File: src/rtl/ram_arb_pkg.sv
// Shared types and constants for the RAM port arbiter: access-size codes,
// byte-lane masks driven to ram_2, and the size-to-mask decode.
package ram_arb_pkg;

  localparam int RAM_W = 32;
  localparam int RAM_L = 4;

  typedef enum logic [1:0] {
    SZ_BYTE   = 2'b00,
    SZ_HALF   = 2'b01,
    SZ_THREEQ = 2'b10,
    SZ_WORD   = 2'b11
  } size_e;

  // Identifies a requester; also the encoding of the round-robin history.
  typedef enum logic {
    GNT_IF = 1'b0,
    GNT_LS = 1'b1
  } port_e;

  localparam logic [3:0] BYTE        = 4'b0001;
  localparam logic [3:0] HALFWORD    = 4'b0011;
  localparam logic [3:0] THREEQUATER = 4'b0111;
  localparam logic [3:0] FULLWORD    = 4'b1111;

  // Contiguous low-lane mask for an access of the given size.
  function automatic logic [3:0] size_to_mask(input size_e size);
    logic [3:0] mask;
    case (size)
      SZ_BYTE:   mask = BYTE;
      SZ_HALF:   mask = HALFWORD;
      SZ_THREEQ: mask = THREEQUATER;
      default:   mask = FULLWORD;
    endcase
    return mask;
  endfunction

endpackage

File: src/rtl/ram_port_arbiter_if.sv
// Bundle of the instruction-fetch port, the load/store port and the ram_2
// connection. The arbiter uses the slave view; requesters and the RAM
// model use the master view.
interface ram_port_arbiter_if
  import ram_arb_pkg::*;
#(
  parameter int W = RAM_W,
  parameter int L = RAM_L
) ();

  // Instruction fetch port
  logic         if_req_valid;
  logic         if_req_ready;
  logic [W-1:0] if_req_addr;
  logic         if_rsp_valid;
  logic         if_rsp_ready;
  logic [W-1:0] if_rsp_data;

  // Load/store port
  logic         ls_req_valid;
  logic         ls_req_ready;
  logic         ls_req_we;
  logic [1:0]   ls_req_size;
  logic         ls_req_sign;
  logic [W-1:0] ls_req_addr;
  logic [W-1:0] ls_req_wdat;
  logic         ls_rsp_valid;
  logic         ls_rsp_ready;
  logic [W-1:0] ls_rsp_data;

  // ram_2 connection
  logic [W-1:0] ram_addr;
  logic [W-1:0] ram_wdat;
  logic         ram_we;
  logic         ram_re;
  logic [L-1:0] ram_type;
  logic         sign;
  logic [W-1:0] data_reg;

  modport slave (
    input  if_req_valid, if_req_addr, if_rsp_ready,
    input  ls_req_valid, ls_req_we, ls_req_size, ls_req_sign,
    input  ls_req_addr, ls_req_wdat, ls_rsp_ready,
    input  data_reg,
    output if_req_ready, if_rsp_valid, if_rsp_data,
    output ls_req_ready, ls_rsp_valid, ls_rsp_data,
    output ram_addr, ram_wdat, ram_we, ram_re, ram_type, sign
  );

  modport master (
    output if_req_valid, if_req_addr, if_rsp_ready,
    output ls_req_valid, ls_req_we, ls_req_size, ls_req_sign,
    output ls_req_addr, ls_req_wdat, ls_rsp_ready,
    output data_reg,
    input  if_req_ready, if_rsp_valid, if_rsp_data,
    input  ls_req_ready, ls_rsp_valid, ls_rsp_data,
    input  ram_addr, ram_wdat, ram_we, ram_re, ram_type, sign
  );

endinterface

File: src/rtl/rr_arb2.sv
// Two-way round-robin arbiter. Bit 0 is the fetch port, bit 1 the
// load/store port. On a tie the port that did not win last time is granted.
module rr_arb2
  import ram_arb_pkg::*;
(
  input  logic       clk,
  input  logic       rst_n,
  input  logic [1:0] i_req,
  output logic [1:0] o_gnt
);

  port_e r_last;

  // Grant decision: sole requester wins, a tie goes away from r_last.
  always_comb begin
    // NOTE: default every output first so no path leaves it unassigned,
    // which would infer a latch.
    o_gnt = 2'b00;
    if (i_req[0] && (!i_req[1] || r_last == GNT_LS)) begin
      o_gnt[0] = 1'b1;
    end else if (i_req[1]) begin
      o_gnt[1] = 1'b1;
    end
  end

  // History flop: reset to LS so the first tie after reset goes to fetch.
  always_ff @(posedge clk or negedge rst_n) begin
    // NOTE: non-blocking assignments so every flop samples pre-edge values.
    if (!rst_n) begin
      r_last <= GNT_LS;
    end else if (o_gnt[0]) begin
      r_last <= GNT_IF;
    end else if (o_gnt[1]) begin
      r_last <= GNT_LS;
    end
  end

endmodule

File: src/rtl/ram_port_arbiter.sv
// Shares ram_2 between instruction fetch and load/store: one access per
// cycle, RAM controls driven straight from the granted request, read data
// captured into a per-port response register with a valid/ready handshake.
module ram_port_arbiter
  import ram_arb_pkg::*;
#(
  parameter int W = RAM_W,
  parameter int L = RAM_L
) (
  input  logic                clk,
  input  logic                rst_n,
  ram_port_arbiter_if.slave   bus
);

  logic         r_if_rsp_valid;
  logic [W-1:0] r_if_rsp_data;
  logic         r_ls_rsp_valid;
  logic [W-1:0] r_ls_rsp_data;

  logic         w_if_elig;
  logic         w_ls_elig;
  logic [1:0]   w_gnt;
  logic [L-1:0] w_ls_mask;

  // A port may issue when its response slot is free or being drained now.
  // rst_n is folded in so nothing is granted (and no write reaches ram_2)
  // from the moment reset asserts, even mid-cycle.
  assign w_if_elig = rst_n & bus.if_req_valid & (~r_if_rsp_valid | bus.if_rsp_ready);
  assign w_ls_elig = rst_n & bus.ls_req_valid & (~r_ls_rsp_valid | bus.ls_rsp_ready);

  rr_arb2 u_arb (
    .clk   (clk),
    .rst_n (rst_n),
    .i_req ({w_ls_elig, w_if_elig}),
    .o_gnt (w_gnt)
  );

  assign w_ls_mask        = size_to_mask(size_e'(bus.ls_req_size));
  assign bus.if_req_ready = w_gnt[0];
  assign bus.ls_req_ready = w_gnt[1];
  assign bus.if_rsp_valid = r_if_rsp_valid;
  assign bus.if_rsp_data  = r_if_rsp_data;
  assign bus.ls_rsp_valid = r_ls_rsp_valid;
  assign bus.ls_rsp_data  = r_ls_rsp_data;

  // RAM mux: idle drives all zeros, otherwise the granted request passes through.
  always_comb begin
    bus.ram_addr = '0;
    bus.ram_wdat = '0;
    bus.ram_we   = 1'b0;
    bus.ram_re   = 1'b0;
    bus.ram_type = '0;
    bus.sign     = 1'b0;
    if (w_gnt[0]) begin
      bus.ram_re   = 1'b1;
      bus.ram_type = FULLWORD;
      bus.ram_addr = bus.if_req_addr;
    end else if (w_gnt[1]) begin
      bus.ram_re   = ~bus.ls_req_we;
      bus.ram_we   = bus.ls_req_we;
      bus.ram_type = w_ls_mask;
      bus.sign     = bus.ls_req_sign;
      bus.ram_addr = bus.ls_req_addr;
      bus.ram_wdat = bus.ls_req_wdat;
    end
  end

  // Fetch response register: a grant reloads it even while it is being popped.
  always_ff @(posedge clk or negedge rst_n) begin
    if (!rst_n) begin
      r_if_rsp_valid <= 1'b0;
      r_if_rsp_data  <= '0;
    end else if (w_gnt[0]) begin
      r_if_rsp_valid <= 1'b1;
      r_if_rsp_data  <= bus.data_reg;
    end else if (bus.if_rsp_ready) begin
      r_if_rsp_valid <= 1'b0;
    end
  end

  // Load/store response register: loads return read data, stores return 0.
  always_ff @(posedge clk or negedge rst_n) begin
    if (!rst_n) begin
      r_ls_rsp_valid <= 1'b0;
      r_ls_rsp_data  <= '0;
    end else if (w_gnt[1]) begin
      r_ls_rsp_valid <= 1'b1;
      r_ls_rsp_data  <= bus.ls_req_we ? '0 : bus.data_reg;
    end else if (bus.ls_rsp_ready) begin
      r_ls_rsp_valid <= 1'b0;
    end
  end

endmodule

File: src/flat_wrapper.sv
// flat-port wrapper written by rule: the top's interface ports become plain ports
module ram_port_arbiter_flat import ram_arb_pkg::*;
#(
  parameter int W = RAM_W,
  parameter int L = RAM_L
)
  (clk, rst_n, bus_if_req_valid, bus_if_req_addr, bus_if_rsp_ready, bus_ls_req_valid, bus_ls_req_we, bus_ls_req_size, bus_ls_req_sign, bus_ls_req_addr, bus_ls_req_wdat, bus_ls_rsp_ready, bus_data_reg, bus_if_req_ready, bus_if_rsp_valid, bus_if_rsp_data, bus_ls_req_ready, bus_ls_rsp_valid, bus_ls_rsp_data, bus_ram_addr, bus_ram_wdat, bus_ram_we, bus_ram_re, bus_ram_type, bus_sign);
  ram_port_arbiter_if #(.W(W), .L(L)) bus_i ();
  input  logic clk;
  input  logic rst_n;
  input wire logic [$bits(bus_i.if_req_valid)-1:0] bus_if_req_valid;
  input wire logic [$bits(bus_i.if_req_addr)-1:0] bus_if_req_addr;
  input wire logic [$bits(bus_i.if_rsp_ready)-1:0] bus_if_rsp_ready;
  input wire logic [$bits(bus_i.ls_req_valid)-1:0] bus_ls_req_valid;
  input wire logic [$bits(bus_i.ls_req_we)-1:0] bus_ls_req_we;
  input wire logic [$bits(bus_i.ls_req_size)-1:0] bus_ls_req_size;
  input wire logic [$bits(bus_i.ls_req_sign)-1:0] bus_ls_req_sign;
  input wire logic [$bits(bus_i.ls_req_addr)-1:0] bus_ls_req_addr;
  input wire logic [$bits(bus_i.ls_req_wdat)-1:0] bus_ls_req_wdat;
  input wire logic [$bits(bus_i.ls_rsp_ready)-1:0] bus_ls_rsp_ready;
  input wire logic [$bits(bus_i.data_reg)-1:0] bus_data_reg;
  output wire logic [$bits(bus_i.if_req_ready)-1:0] bus_if_req_ready;
  output wire logic [$bits(bus_i.if_rsp_valid)-1:0] bus_if_rsp_valid;
  output wire logic [$bits(bus_i.if_rsp_data)-1:0] bus_if_rsp_data;
  output wire logic [$bits(bus_i.ls_req_ready)-1:0] bus_ls_req_ready;
  output wire logic [$bits(bus_i.ls_rsp_valid)-1:0] bus_ls_rsp_valid;
  output wire logic [$bits(bus_i.ls_rsp_data)-1:0] bus_ls_rsp_data;
  output wire logic [$bits(bus_i.ram_addr)-1:0] bus_ram_addr;
  output wire logic [$bits(bus_i.ram_wdat)-1:0] bus_ram_wdat;
  output wire logic [$bits(bus_i.ram_we)-1:0] bus_ram_we;
  output wire logic [$bits(bus_i.ram_re)-1:0] bus_ram_re;
  output wire logic [$bits(bus_i.ram_type)-1:0] bus_ram_type;
  output wire logic [$bits(bus_i.sign)-1:0] bus_sign;
  assign bus_i.if_req_valid = bus_if_req_valid;
  assign bus_i.if_req_addr = bus_if_req_addr;
  assign bus_i.if_rsp_ready = bus_if_rsp_ready;
  assign bus_i.ls_req_valid = bus_ls_req_valid;
  assign bus_i.ls_req_we = bus_ls_req_we;
  assign bus_i.ls_req_size = bus_ls_req_size;
  assign bus_i.ls_req_sign = bus_ls_req_sign;
  assign bus_i.ls_req_addr = bus_ls_req_addr;
  assign bus_i.ls_req_wdat = bus_ls_req_wdat;
  assign bus_i.ls_rsp_ready = bus_ls_rsp_ready;
  assign bus_i.data_reg = bus_data_reg;
  assign bus_if_req_ready = bus_i.if_req_ready;
  assign bus_if_rsp_valid = bus_i.if_rsp_valid;
  assign bus_if_rsp_data = bus_i.if_rsp_data;
  assign bus_ls_req_ready = bus_i.ls_req_ready;
  assign bus_ls_rsp_valid = bus_i.ls_rsp_valid;
  assign bus_ls_rsp_data = bus_i.ls_rsp_data;
  assign bus_ram_addr = bus_i.ram_addr;
  assign bus_ram_wdat = bus_i.ram_wdat;
  assign bus_ram_we = bus_i.ram_we;
  assign bus_ram_re = bus_i.ram_re;
  assign bus_ram_type = bus_i.ram_type;
  assign bus_sign = bus_i.sign;
  ram_port_arbiter #(.W(W), .L(L)) u_core (.clk(clk), .rst_n(rst_n), .bus(bus_i));
endmodule
File: config.mk
export PLATFORM = sky130hd
export DESIGN_NAME = ram_port_arbiter_flat
export DESIGN_NICKNAME = d
export VERILOG_FILES = /design/src/rtl/ram_arb_pkg.sv /design/src/rtl/ram_port_arbiter_if.sv /design/src/rtl/rr_arb2.sv /design/src/rtl/ram_port_arbiter.sv /design/src/flat_wrapper.sv
export SDC_FILE = /design/constraint.sdc
export NUM_CORES = 1
export LEC_CHECK = 0
export CAP_MARGIN = 25
export CORE_AREA = 2 2 107 109
export CTS_CLUSTER_DIAMETER = 200
export DETAILED_ROUTE_END_ITERATION = 6
export DIE_AREA = 0 0 109 111
export GPL_ROUTABILITY_DRIVEN = 0
export PLACE_DENSITY = 0.81
export SETUP_SLACK_MARGIN = 0.05
export SLEW_MARGIN = 20
export SYNTH_ARGS = -nofsm -noshare
export SYNTH_HDL_FRONTEND = slang
export SYNTH_SLANG_ARGS = --single-unit
File: constraint.sdc
create_clock -name clk -period 4.9 [get_ports clk]
set_clock_uncertainty 0.2 [all_clocks]
set_input_delay 0.735 -clock clk [delete_from_list [all_inputs] [get_ports clk]]
set_output_delay 0.735 -clock clk [all_outputs]
set_load 0.1 [all_outputs]
==> flow_summary.json <==
{
  "final_cell_mix": "202 x clkdlybuf4s50_1, 79 x buf_4, 67 x nand2_1",
  "htreeDepth": 3,
  "postCtsResizedCells": 0,
  "avgSynthCellArea_um2": 10.9,
  "layout-drive-gt1-share_pct": 25.7,
  "hp-class": "flip-flop to flip-flop",
  "via_per_inst": 4.71,
  "cts_tree": "yes",
  "setup_tns_ns": 0,
  "period_minus_slack_ns": 3.88,
  "final_hold_viol_count": 0,
  "fin_cells": 758,
  "status": "complete, no violations",
  "fillers": 891,
  "relSlewSlack_pct": 32.0,
  "drtAntennaViolNets": 0,
  "synthCells": 345,
  "grt_pass1_wl_um": 19500,
  "synth_top_cell_by_area": "dfrtp_1",
  "cp_top_family": "compound AO/OA/AOI/OAI gates",
  "path_clk_slew_ns": 0.06,
  "cts_sinks": 67,
  "cp_cell_sequence": "clkdlybuf4s50_1, nor2b_1, a211o_1, o22ai_1, buf_4",
  "slowest_delay_ns": 0.79,
  "timing_worst_setup_path_type": "input pin to output pin",
  "dpl.cell_count": 742,
  "start_util_pct": 33.8,
  "ys_warn_count": 0,
  "core_um2": 11100,
  "seqCellArea_um2": 1680,
  "ir_drop_v": 0.000355,
  "grt_max_degree": 68,
  "cts_made_buffers": 9,
  "antenna_found_initial": 0,
  "cp_max_fo": 32,
  "grt_pass1_vias": 3765,
  "yosys-top-cells-area": "dfrtp_1 44%, mux2_4 15%, nand2_1 6.7%",
  "multi_input_area_um2": 1880,
  "crit_path_end_kind": "output pin",
  "die_w_um": 109,
  "portBuffers": 276,
  "grt_use_total_pct": 20.5,
  "worstPathRequired_ns": 3.96,
  "vias": 3573,
  "area_delta_synth_final_pct": 78.9,
  "path_buf_inv": 2,
  "first_pass_iters": 4,
  "synth_seq_cells": 67,
  "synth_top_area_share_pct": 44.1,
  "seq_area_frac_synth_pct": 44.8,
  "crit_arrival_ns": 2.95,
  "syn-cell-area_um2": 3750,
  "cts_hold_buf": 0,
  "cp_slowest_cell": "a211o_1",
  "drt_iter0_markers": 141,
  "gr-total-overflow": 0,
  "drt_wl_total_um": 12300,
  "setup.worst_path.start_class": "input pin",
  "power_leakage_nw": 2.97,
  "finalCritPeriodShare_pct": 79.2,
  "synth_nets": 483,
  "routedWlPerCell_um": 16.2,
  "ios": 277,
  "worst_pin_slew_ns": 1.02,
  "dieArea_um2": 12100,
  "p_per_area_nw_per_um2": 540,
  "synth_cell_types": 27,
  "clockBufferDepth": 2,
  "cap_violations": 0,
  "drc": 0,
  "hpwl_um": 9350,
  "cts_setup_buffers": 0,
  "placementRows": 39,
  "layout_commonest_cell": "clkdlybuf4s50_1",
  "cts-root-buf": "clkbuf_16",
  "rsz0062_at_grt": "false",
  "antenna_cells": 0,
  "die_y_um": 111,
  "clock_latency_ns": 0.32,
  "drv_slew": 0,
  "max_freq_ghz": 0.258,
  "setup_viol": 0,
  "layout.nets": 748
}
## cell type report
| type | count | area share (%) |
|---|---|---|
| repair buffers | 282 | 39.3 |
| flip-flops and latches | 67 | 25.0 |
| inverters | 1 | 0.0560 |
| clock inverters | 7 | 1.49 |
| multi-input cells | 249 | 28.0 |
| well taps | 143 | 2.67 |
| clock buffers | 9 | 3.36 |
## final timing paths
check | cells after the start | to | slack [ns] | start
hold reg to reg | 1 | u_core.bus.ls_rsp_data[27] | 0.28 | u_core.bus.ls_rsp_data[27]
setup / recovery | 5 | bus_ram_addr[4] | 1.02 | bus_if_rsp_ready
hold / removal | 1 | u_core.bus.ls_rsp_data[27] | 0.28 | u_core.bus.ls_rsp_data[27]
max in group asynchronous | 2 | u_core.bus.ls_rsp_data[7] | 3.04 | rst_n
setup reg to reg | 4 | u_core.bus.ls_rsp_data[26] | 2.27 | u_core.bus.if_rsp_valid
min in group asynchronous | 2 | u_core.bus.ls_rsp_data[24] | 0.92 | rst_n
## worst register-to-register path, cell delays in order, from the launching register on
cell	delay (ns)
dfrtp_1	0.35
nor2b_1	0.52
o211a_4	0.48
buf_4	0.56
mux2_1	0.40
## routing by layer
metal	wire, um	share of wire [%]	vias to the layer above	track usage, %
li1	-	-	1697	-
met1	4870	40	1691	24.8
met2	6430	52	177	36.4
met3	865	7.0	8	4.94
met4	109	0.89	0	4.62
met5	0	0	-	0
## cells by family (layout without fill, tap and decap cells)
kind of cell	after synthesis	in the layout	synth area share, %
compound gates	44	44	8.15
buf+inv	29	299	5.04
flops	67	67	44.8
simple gates	141	141	19.1
mux	64	64	22.9
## flip-flops by register name, summed over array words and instances, names as in the netlist
| name | count |
|---|---|
| u_core.u_arb.r_last | 1 |
| u_core.bus.ls_rsp_valid | 1 |
| u_core.bus.ls_rsp_data | 32 |
| u_core.bus.if_rsp_valid | 1 |
| u_core.bus.if_rsp_data | 32 |
## synth_stat cells
cell      count
nor2b_1      33
o211ai_1      1
clkbuf_1     13
o211a_4       1
inv_1         1
mux2_2       18
a31o_2        1
nand2b_2      1
a21o_1        1
nor2_1        2
nor2b_2       1
and2_1       36
o21bai_1      2
buf_6         7
a211oi_4      1
o22ai_1      32
dfstp_2       1
o21ai_0       4
or2_2         1
buf_2         6
a211o_1       1
buf_12        1
mux2_1        9
dfrtp_1      66
buf_4         1
nand2_1      67
mux2_4       37
## stage by stage
stage	hold WS, ns	utilization, %	setup slack [ns]	total power [W]	cell area [um2]
finish	0.285	60.5	1.02	0.00362	6700
global route	0.306	60.5	0.851	0.00374	6700
CTS	0.290	60.5	1.02	0.00364	6700
detailed placement	0.277	57.6	1.01	0.00293	6370
global placement	0.269	57.6	1.13	0.00291	6370
floorplan	0.239	-	0.703	0.00240	3750
## power by group
part	switching, W	total [W]	internal, W
Clock	0.000250	0.000697	0.000448
Combinational	0.00159	0.00215	0.000558
Sequential	0.0000788	0.000771	0.000693
No activity file was read; power rests on OpenSTA's default activity.
